**config.mk**
```make
export PLATFORM = sky130hd
export DESIGN_NAME = rr_arbiter_decode10
export DESIGN_NICKNAME = d
export VERILOG_FILES = /design/src/rtl/rr_arbiter_decode10.sv
export SDC_FILE = /design/constraint.sdc
export NUM_CORES = 1
export LEC_CHECK = 0
export CORE_ASPECT_RATIO = 0.8
export CORE_MARGIN = 2
export CORE_UTILIZATION = 60
export DETAILED_ROUTE_END_ITERATION = 16
export GPL_TIMING_DRIVEN = 0
export PLACE_DENSITY = 0.82
export SYNTH_ARGS = -nofsm -noshare
export SYNTH_HDL_FRONTEND = slang
export SYNTH_SLANG_ARGS = --single-unit
export TNS_END_PERCENT = 100
```
**constraint.sdc**
```tcl
create_clock -name clk -period 8.7 [get_ports clk]
set_input_delay 0.87 -clock clk [delete_from_list [all_inputs] [get_ports clk]]
set_output_delay 0.87 -clock clk [all_outputs]
set_load 0.005 [all_outputs]
```
**src/rtl/rr_arbiter_decode10.sv**
```systemverilog
// rr_arbiter_decode10
//   Round-robin arbiter that shares one 10-way resource among 10 requesters.
//   The winner is presented both as a binary index and as an active-low
//   one-hot select, matching the output form of a 4-to-10 active-low decoder.
//   A grant is force-released after HOLD_MAX consecutive cycles, and every
//   release passes through IDLE, so two grants are always separated by at
//   least one dead cycle.
//
// Ports
//   clk       in   1   rising-edge clock
//   rst       in   1   asynchronous active-high reset
//   en        in   1   arbitration enable (blocks new grants only)
//   req       in   N   active-high request vector, bit i = requester i
//   gnt_n     out  N   active-low one-hot grant, all ones when idle
//   gnt_idx   out  IW  index of current grant / last winner
//   gnt_valid out  1   a grant is active
//   timeout   out  1   one-cycle pulse after a forced release
//
// Handshake: a requester holds req[i] high for as long as it wants the
// resource; the grant is live while gnt_valid=1 and gnt_idx=i. Dropping
// req[i] releases the grant at the next rising edge.

module rr_arbiter_decode10 #(
    parameter int N        = 10,
    parameter int IW       = 4,
    parameter int HOLD_MAX = 16
) (
    input  logic          clk,
    input  logic          rst,
    input  logic          en,
    input  logic [N-1:0]  req,
    output logic [N-1:0]  gnt_n,
    output logic [IW-1:0] gnt_idx,
    output logic          gnt_valid,
    output logic          timeout
);

    typedef enum logic {
        IDLE  = 1'b0,
        GRANT = 1'b1
    } state_t;

    localparam logic [N-1:0]  ONE_HOT0     = N'(1);
    localparam logic [N-1:0]  ALL_OFF      = '1;
    localparam logic [IW-1:0] LAST_IDX     = IW'(N - 1);
    localparam logic [7:0]    HOLD_CNT_MAX = 8'(HOLD_MAX);

    state_t        state_q, state_d;
    logic [N-1:0]  gnt_n_q, gnt_n_d;
    logic [IW-1:0] gnt_idx_q, gnt_idx_d;
    logic          gnt_valid_q, gnt_valid_d;
    logic          timeout_q, timeout_d;
    logic [7:0]    hold_cnt_q, hold_cnt_d;

    // Round-robin search. gnt_idx_q always equals the last winner, so it
    // doubles as the priority pointer: the search starts one past it and
    // wraps 9 -> 0, which makes the previous winner the lowest priority.
    logic          win_found;
    logic [IW-1:0] win_idx;
    logic [IW-1:0] cand;

    always_comb begin
        win_found = 1'b0;
        win_idx   = '0;
        cand      = gnt_idx_q;
        for (int k = 0; k < N; k++) begin
            cand = (cand == LAST_IDX) ? '0 : cand + IW'(1);
            if (!win_found && req[cand]) begin
                win_found = 1'b1;
                win_idx   = cand;
            end
        end
    end

    always_comb begin
        state_d     = state_q;
        gnt_n_d     = gnt_n_q;
        gnt_idx_d   = gnt_idx_q;
        gnt_valid_d = gnt_valid_q;
        hold_cnt_d  = hold_cnt_q;
        timeout_d   = 1'b0;
        case (state_q)
            IDLE: begin
                if (en && win_found) begin
                    state_d     = GRANT;
                    gnt_idx_d   = win_idx;
                    gnt_n_d     = ~(ONE_HOT0 << win_idx);
                    gnt_valid_d = 1'b1;
                    hold_cnt_d  = 8'd1;
                end
            end
            GRANT: begin
                // en is deliberately not consulted: an active grant runs on.
                if (!req[gnt_idx_q] || (hold_cnt_q == HOLD_CNT_MAX)) begin
                    state_d     = IDLE;
                    gnt_n_d     = ALL_OFF;
                    gnt_valid_d = 1'b0;
                    timeout_d   = req[gnt_idx_q];
                end else begin
                    hold_cnt_d = hold_cnt_q + 8'd1;
                end
            end
            default: begin
                state_d = IDLE;
            end
        endcase
    end

    always_ff @(posedge clk or posedge rst) begin
        if (rst) begin
            state_q     <= IDLE;
            gnt_n_q     <= ALL_OFF;
            gnt_idx_q   <= LAST_IDX;
            gnt_valid_q <= 1'b0;
            timeout_q   <= 1'b0;
            hold_cnt_q  <= 8'd0;
        end else begin
            state_q     <= state_d;
            gnt_n_q     <= gnt_n_d;
            gnt_idx_q   <= gnt_idx_d;
            gnt_valid_q <= gnt_valid_d;
            timeout_q   <= timeout_d;
            hold_cnt_q  <= hold_cnt_d;
        end
    end

    assign gnt_n     = gnt_n_q;
    assign gnt_idx   = gnt_idx_q;
    assign gnt_valid = gnt_valid_q;
    assign timeout   = timeout_q;

    // Output select must agree with the reported index.
    a_onehot_matches_idx : assert property (@(posedge clk) disable iff (rst)
        gnt_n == (gnt_valid ? ~(ONE_HOT0 << gnt_idx) : ALL_OFF));

endmodule

```
# [Word-level counts from Yosys, hierarchy flattened]
# Cells that the tools add are included.
[classes] addsub=11 order_cmp=11 n_eq_ne=14 n_shift=1 n_mux=66 n_bitwise=2 reduce_logical=24
[ops] op="2-to-1 mux 4 bit" count=20
[ops] op="< comparator 4 x 5 -> 1 bit (second input constant)" count=11
[ops] op="binary-select mux 1 bit (select 4 bit)" count=11
[ops] op="adder 4 x 1 -> 4 bit (second input constant)" count=10
[ops] op="equality test 4 bit (second input constant)" count=10
[ops] op="2-to-1 mux 1 bit" count=27
[ops] op="2-to-1 mux 10 bit" count=2
[ops] op="case mux 10 bit (2 select lines)" count=1
[ops] op="2-to-1 mux 8 bit" count=2
[ops] op="case mux 8 bit (2 select lines)" count=1
[ops] op="logical AND 1 bit" count=10
[ops] op="logical NOT 1 bit" count=10
[ops] op="inverter 10 bit" count=1
[ops] op="left shift 1 x 4 -> 10 bit (first input constant)" count=1
[ops] op="adder 8 x 1 -> 8 bit (second input constant)" count=1
[ops] op="equality test 8 x 5 -> 1 bit (second input constant)" count=1
[ops] op="AND reduction 2 bit" count=3
[ops] op="inequality test 2 bit (second input constant)" count=2
[ops] op="case mux 1 bit (2 select lines)" count=2
[ops] op="inequality test 2 x 1 -> 1 bit (second input constant)" count=1
[ops] op="logical OR 1 bit" count=1
[ops] op="inverter 1 bit" count=1
[totals] regBits=25 input_bits=13 output_inout_bits=16 elab_cells=135

# [Depth between registers and ports, before layout]
[logic_depth] word_depth=36 ltp_mapped=30

# [Worst setup path before layout]
# OpenSTA, ideal clock, no wires.
[synth_path] path_kind="register to register" start="register gnt_idx_q[0] (netlist: gnt_idx[0])" end="register gnt_n_q[1] (netlist: gnt_n[1])" setup_time_ns=0.080 arrival_ns=6.735 required_ns=8.620 path_slack_ns=1.885 stages_incl_launch_ff=27 path_buffers=6 period_less_slack_ns=6.815 path_cell_list="dfstp_2 -> buf_4 -> buf_1 -> clkbuf_1 -> clkbuf_1 -> clkbuf_1 -> ha_1 -> a31oi_4 -> ha_1 -> nor2_1 -> ha_1 -> buf_1 -> nor2_1 -> ha_1 -> a31oi_1 -> ha_1 -> a31oi_2 -> ha_1 -> inv_1 -> a41o_1 -> mux2_2 -> o21ai_0 -> a31o_1 -> a21oi_4 -> o41ai_4 -> or4_1 -> o22a_1"
[synth_via] elab_chain_len=36 word_cells_on_any_way=100 classes_between="10 x add/sub; 12 x eq/ne; 1 x shift; 54 x mux; 1 x bitwise; 22 x reduce/logical"
[synth_lines] element="start: declaration" line="50" source="logic [IW-1:0] gnt_idx_q, gnt_idx_d;"
[synth_lines] element="start signal: assignment" line="120" source="gnt_idx_q <= gnt_idx_d;"
[synth_lines] element="parallel branches: the longest is 36 deep, another holds adder 4 x 1 -> 4 bit"
[synth_lines] element="end signal: assignment" line="119" source="gnt_n_q <= gnt_n_d;"
[synth_lines] element="end: declaration" line="49" source="logic [N-1:0] gnt_n_q, gnt_n_d;"
# Parallel ways; which one is timed is not known. The select of a mux whose other input is x is not followed.
# A chain may end at the register's enable or synchronous reset.

# [Final worst setup path]
[layout_path] start="register gnt_idx_q[0] (netlist: gnt_idx[0])" end="register gnt_n_q[0] (netlist: gnt_n[0])"
# Same word-level chain as after synthesis.

==> flow_summary_export.csv <==
group,metric,value,unit
logic_synthesis,synth_area_leaders,"dfrtp_1, dfstp_2, ha_1, mux2i_1, nand2_1",
clock_network,cts.path.max_buffers,2,
layout,drive_above_1_share,15.6,%
worst_setup_path,rr_endpoint,"gnt_n[0]",
timing,setup_slack,482,ps
drt,drt_iter0_drc,348,
timing,clock-skew-final,3.03,ps
timing,setup_tns,0,ps
worst_setup_path,slowest_stage,"dfstp_2",
logic_synthesis,synth_fp_nets,466,
placed_design,place_congestion,0.941,
clock_network,cts_made_buffers,3,
global_route,grt_pass1_vias,3213,
worst_setup_path,critical_path_required,8900,ps
placed_design,pre_cts_ws,498,ps
clock_network,clk_pin_slew_worst_paths,80,ps
timing,setup_violations,0,
floorplanning,io_pins,29,
clock_network,post_cts_buffers,0,
drt,vias,3740,
global_route,grt_max_degree,26,
clock_network,clock-root-buffer,"clkbuf_8",
run,drv_cap,0,
worst_setup_path,path_common_cell,"ha_1",
timing,rsz0062_at_grt,"false",
clock_network,cts.sinks,25,
logic_synthesis,synth.most_common_cell,"nand2_1",
logic_synthesis,synth_area,3610,um^2
layout,finalNetCount,499,
layout,final_util,69.1,%
drt,wl_per_cell,18.4,um
logic_synthesis,synth_top_area_share,9.01,%
logic_synthesis,synth_commonest_cells,"nand2_1, nor2_1, o21ai_0",
timing,fin_crit_sh,94.5,%
placed_design,io_buffers,28,
worst_setup_path,crit_family,"buffers and inverters",
drt,ant_nets,0,
worst_setup_path,cp_max_fo,10,
logic_synthesis,yosysSeqAreaShare,17.7,%
floorplanning,initial_core_util,61.8,%
drt,routed_wl,10100,um
floorplanning,dieArea,6660,um^2
timing,max_freq,122,MHz
floorplanning,die_w,90.8,um
drt,drc,0,
worst_setup_path,crit_buf_inv,7,
worst_setup_path,cpPeakStageDelay,620,ps
logic_synthesis,synth-seq-cells,25,
logic_synthesis,syn_inst,437,
worst_setup_path,start_kind,"flop",
timing,finalHoldViolations,0,
worst_setup_path,end_kind,"flop",
min_path,hold_depth,1,
logic_synthesis,ys_types,98,
worst_setup_path,r2r_slack,480,ps
layout,num_antenna_cells,0,
min_path,hold_path.class,"flop to flop",
global_route,antenna_found_initial,0,
global_route,grt_pass1_wl,16100,um
layout,multiInputGateArea,2800,um^2
min_path,hold_start,"gnt_n[8]",
run_status,outcome,"finished, final reports clean",
clock_network,htree_num_levels,1,
timing,tightest_slew,920,ps
worst_setup_path,reg2reg_depth,26,
global_route,grt-ovfl-total,0,
drt,avgViaCountPerCell,6.80,
floorplanning,fp.dieH,73.4,um
logic_synthesis,synth_top_cell_by_area,"dfrtp_1",
layout,seq_area,641,um^2
min_path,hold_path_end,"gnt_n[8]",
layout,nFillCells,483,
layout,area_delta_synth_final,11.8,%
logic_synthesis,synthFlopType,"dfrtp_1",
logic_synthesis,avgSynthCellArea,8.27,um^2
logic_synthesis,ys_warn_count,0,
floorplanning,core,5850,um^2
clock_network,cts_tree,"built",
worst_setup_path,r2r_start,"gnt_idx[0]",
logic_synthesis,async_flop_share,100,%
floorplanning,fp-row-count,25,
drt,first_pass_iters,6,
timing,slew_headroom,36.9,%
clock_network,insertion_delay,270,ps
logic_synthesis,synth_edf_count,0,
placed_design,dp_hpwl,7840,um
timing,period_needed,8220,ps
worst_setup_path,crit_type,"flop to flop",
worst_setup_path,crit_arrival,8420,ps
global_route,track_usage,29.9,%
timing,finalMaxSlewViolations,0,
## per-stage QoR
step	cell area, um^2	instances	hold WS, ps
global route	4040	550	526
global placement	3990	546	496
CTS	4040	550	509
detailed placement	3990	546	496
finish	4040	550	513
floorplan	3610	437	484
## placed cells by master (no fill, tap or decap), types with 5 or more instances in the layout
cell type / Yosys / routed
a21oi_1: 17 / 17
a31oi_1: 6 / 6
buf_2: 6 / 6
clkbuf_1: 6 / 6
clkdlybuf4s50_1: 0 / 28
dfrtp_1: 13 / 13
dfstp_2: 12 / 12
ha_1: 16 / 16
inv_1: 22 / 22
mux2_2: 11 / 11
mux2i_1: 18 / 18
nand2_1: 46 / 46
nand2b_1: 9 / 9
nand3_1: 14 / 14
nand4_1: 6 / 6
nor2_1: 33 / 33
nor2b_1: 7 / 7
nor3_1: 7 / 7
o21a_1: 6 / 6
o21ai_0: 24 / 23
o21ai_1: 4 / 5
o22a_1: 8 / 8
o31ai_1: 6 / 6
or4_1: 5 / 5
## registers in the layout, indices dropped and copies added (netlist names)
signal	count
hold_cnt_q	8
timeout	1
state_q	1
gnt_n	10
gnt_valid	1
gnt_idx	4
## what timing repair did
| action | 4_1_cts | 5_1_grt |
|---|---|---|
| gates resized for setup | 0 | 1 |
| setup endpoints to repair | 0 | 6 |
| hold buffers | 0 | 0 |
## routing by layer
layer	wire, um	vias up	track usage [%]
met5	0	-	0
met4	121	0	5.98
met3	910	18	4.72
met2	4330	181	45.4
met1	4750	1784	45.1
li1	-	1757	-
## cell type report
class	instances	area share (%)
timing repair buffer	28	6.94
inverter	23	2.14
multi-input combinational	371	69.3
sequential	25	15.9
clock buffer	3	1.02
buffer	18	2.14
tap	81	2.51
clock inverter	1	0.124
## worst register-to-register path: stages (launching register included)
cell and delay [ps]:
dfstp_2 620, buf_4 210, buf_1 520, clkbuf_1 480
clkbuf_1 460, clkbuf_1 380, ha_1 340, a31oi_4 270
ha_1 330, nor2_1 260, ha_1 290, buf_1 200
nor2_1 190, ha_1 270, a31oi_1 380, ha_1 350
a31oi_2 220, ha_1 290, inv_1 140, a41o_1 250
mux2_2 340, o21ai_0 70, a31o_1 230, a21oi_4 110
o311ai_2 370, nand3_1 220, o32a_1 330
## kinds of logic (layout without fill, tap and decap cells)
| family | Yosys count | in the layout | share of synthesized area, % |
|---|---|---|---|
| AO/OA/AOI/OAI | 149 | 149 | 33.9 |
| XOR/XNOR | 8 | 8 | 2.56 |
| adder cells (fa/ha/maj) | 16 | 16 | 5.54 |
| buffers and inverters | 41 | 73 | 4.78 |
| flip-flops | 25 | 25 | 17.7 |
| multiplexers | 37 | 37 | 12.4 |
| AND/OR/NAND/NOR | 161 | 161 | 23.1 |
## how the worst max path moves through the flow
stage / startpoint / to / slack [ps] / depth (start not counted)
final: gnt_idx[0] / gnt_n[0] / 480 / 26
after detailed placement: gnt_idx[0] / gnt_idx[0] / 500 / 26
after global placement: gnt_idx[0] / gnt_idx[0] / 620 / 26
after floorplan: gnt_idx[0] / gnt_n[1] / 1890 / 26
after global routing: gnt_idx[0] / gnt_n[0] / 50 / 26
after CTS: gnt_idx[0] / gnt_idx[0] / 440 / 26
Power is left out: the tool's default activity adds up to more than one toggle a clock period on the data nets, which glitch-free logic cannot reach.
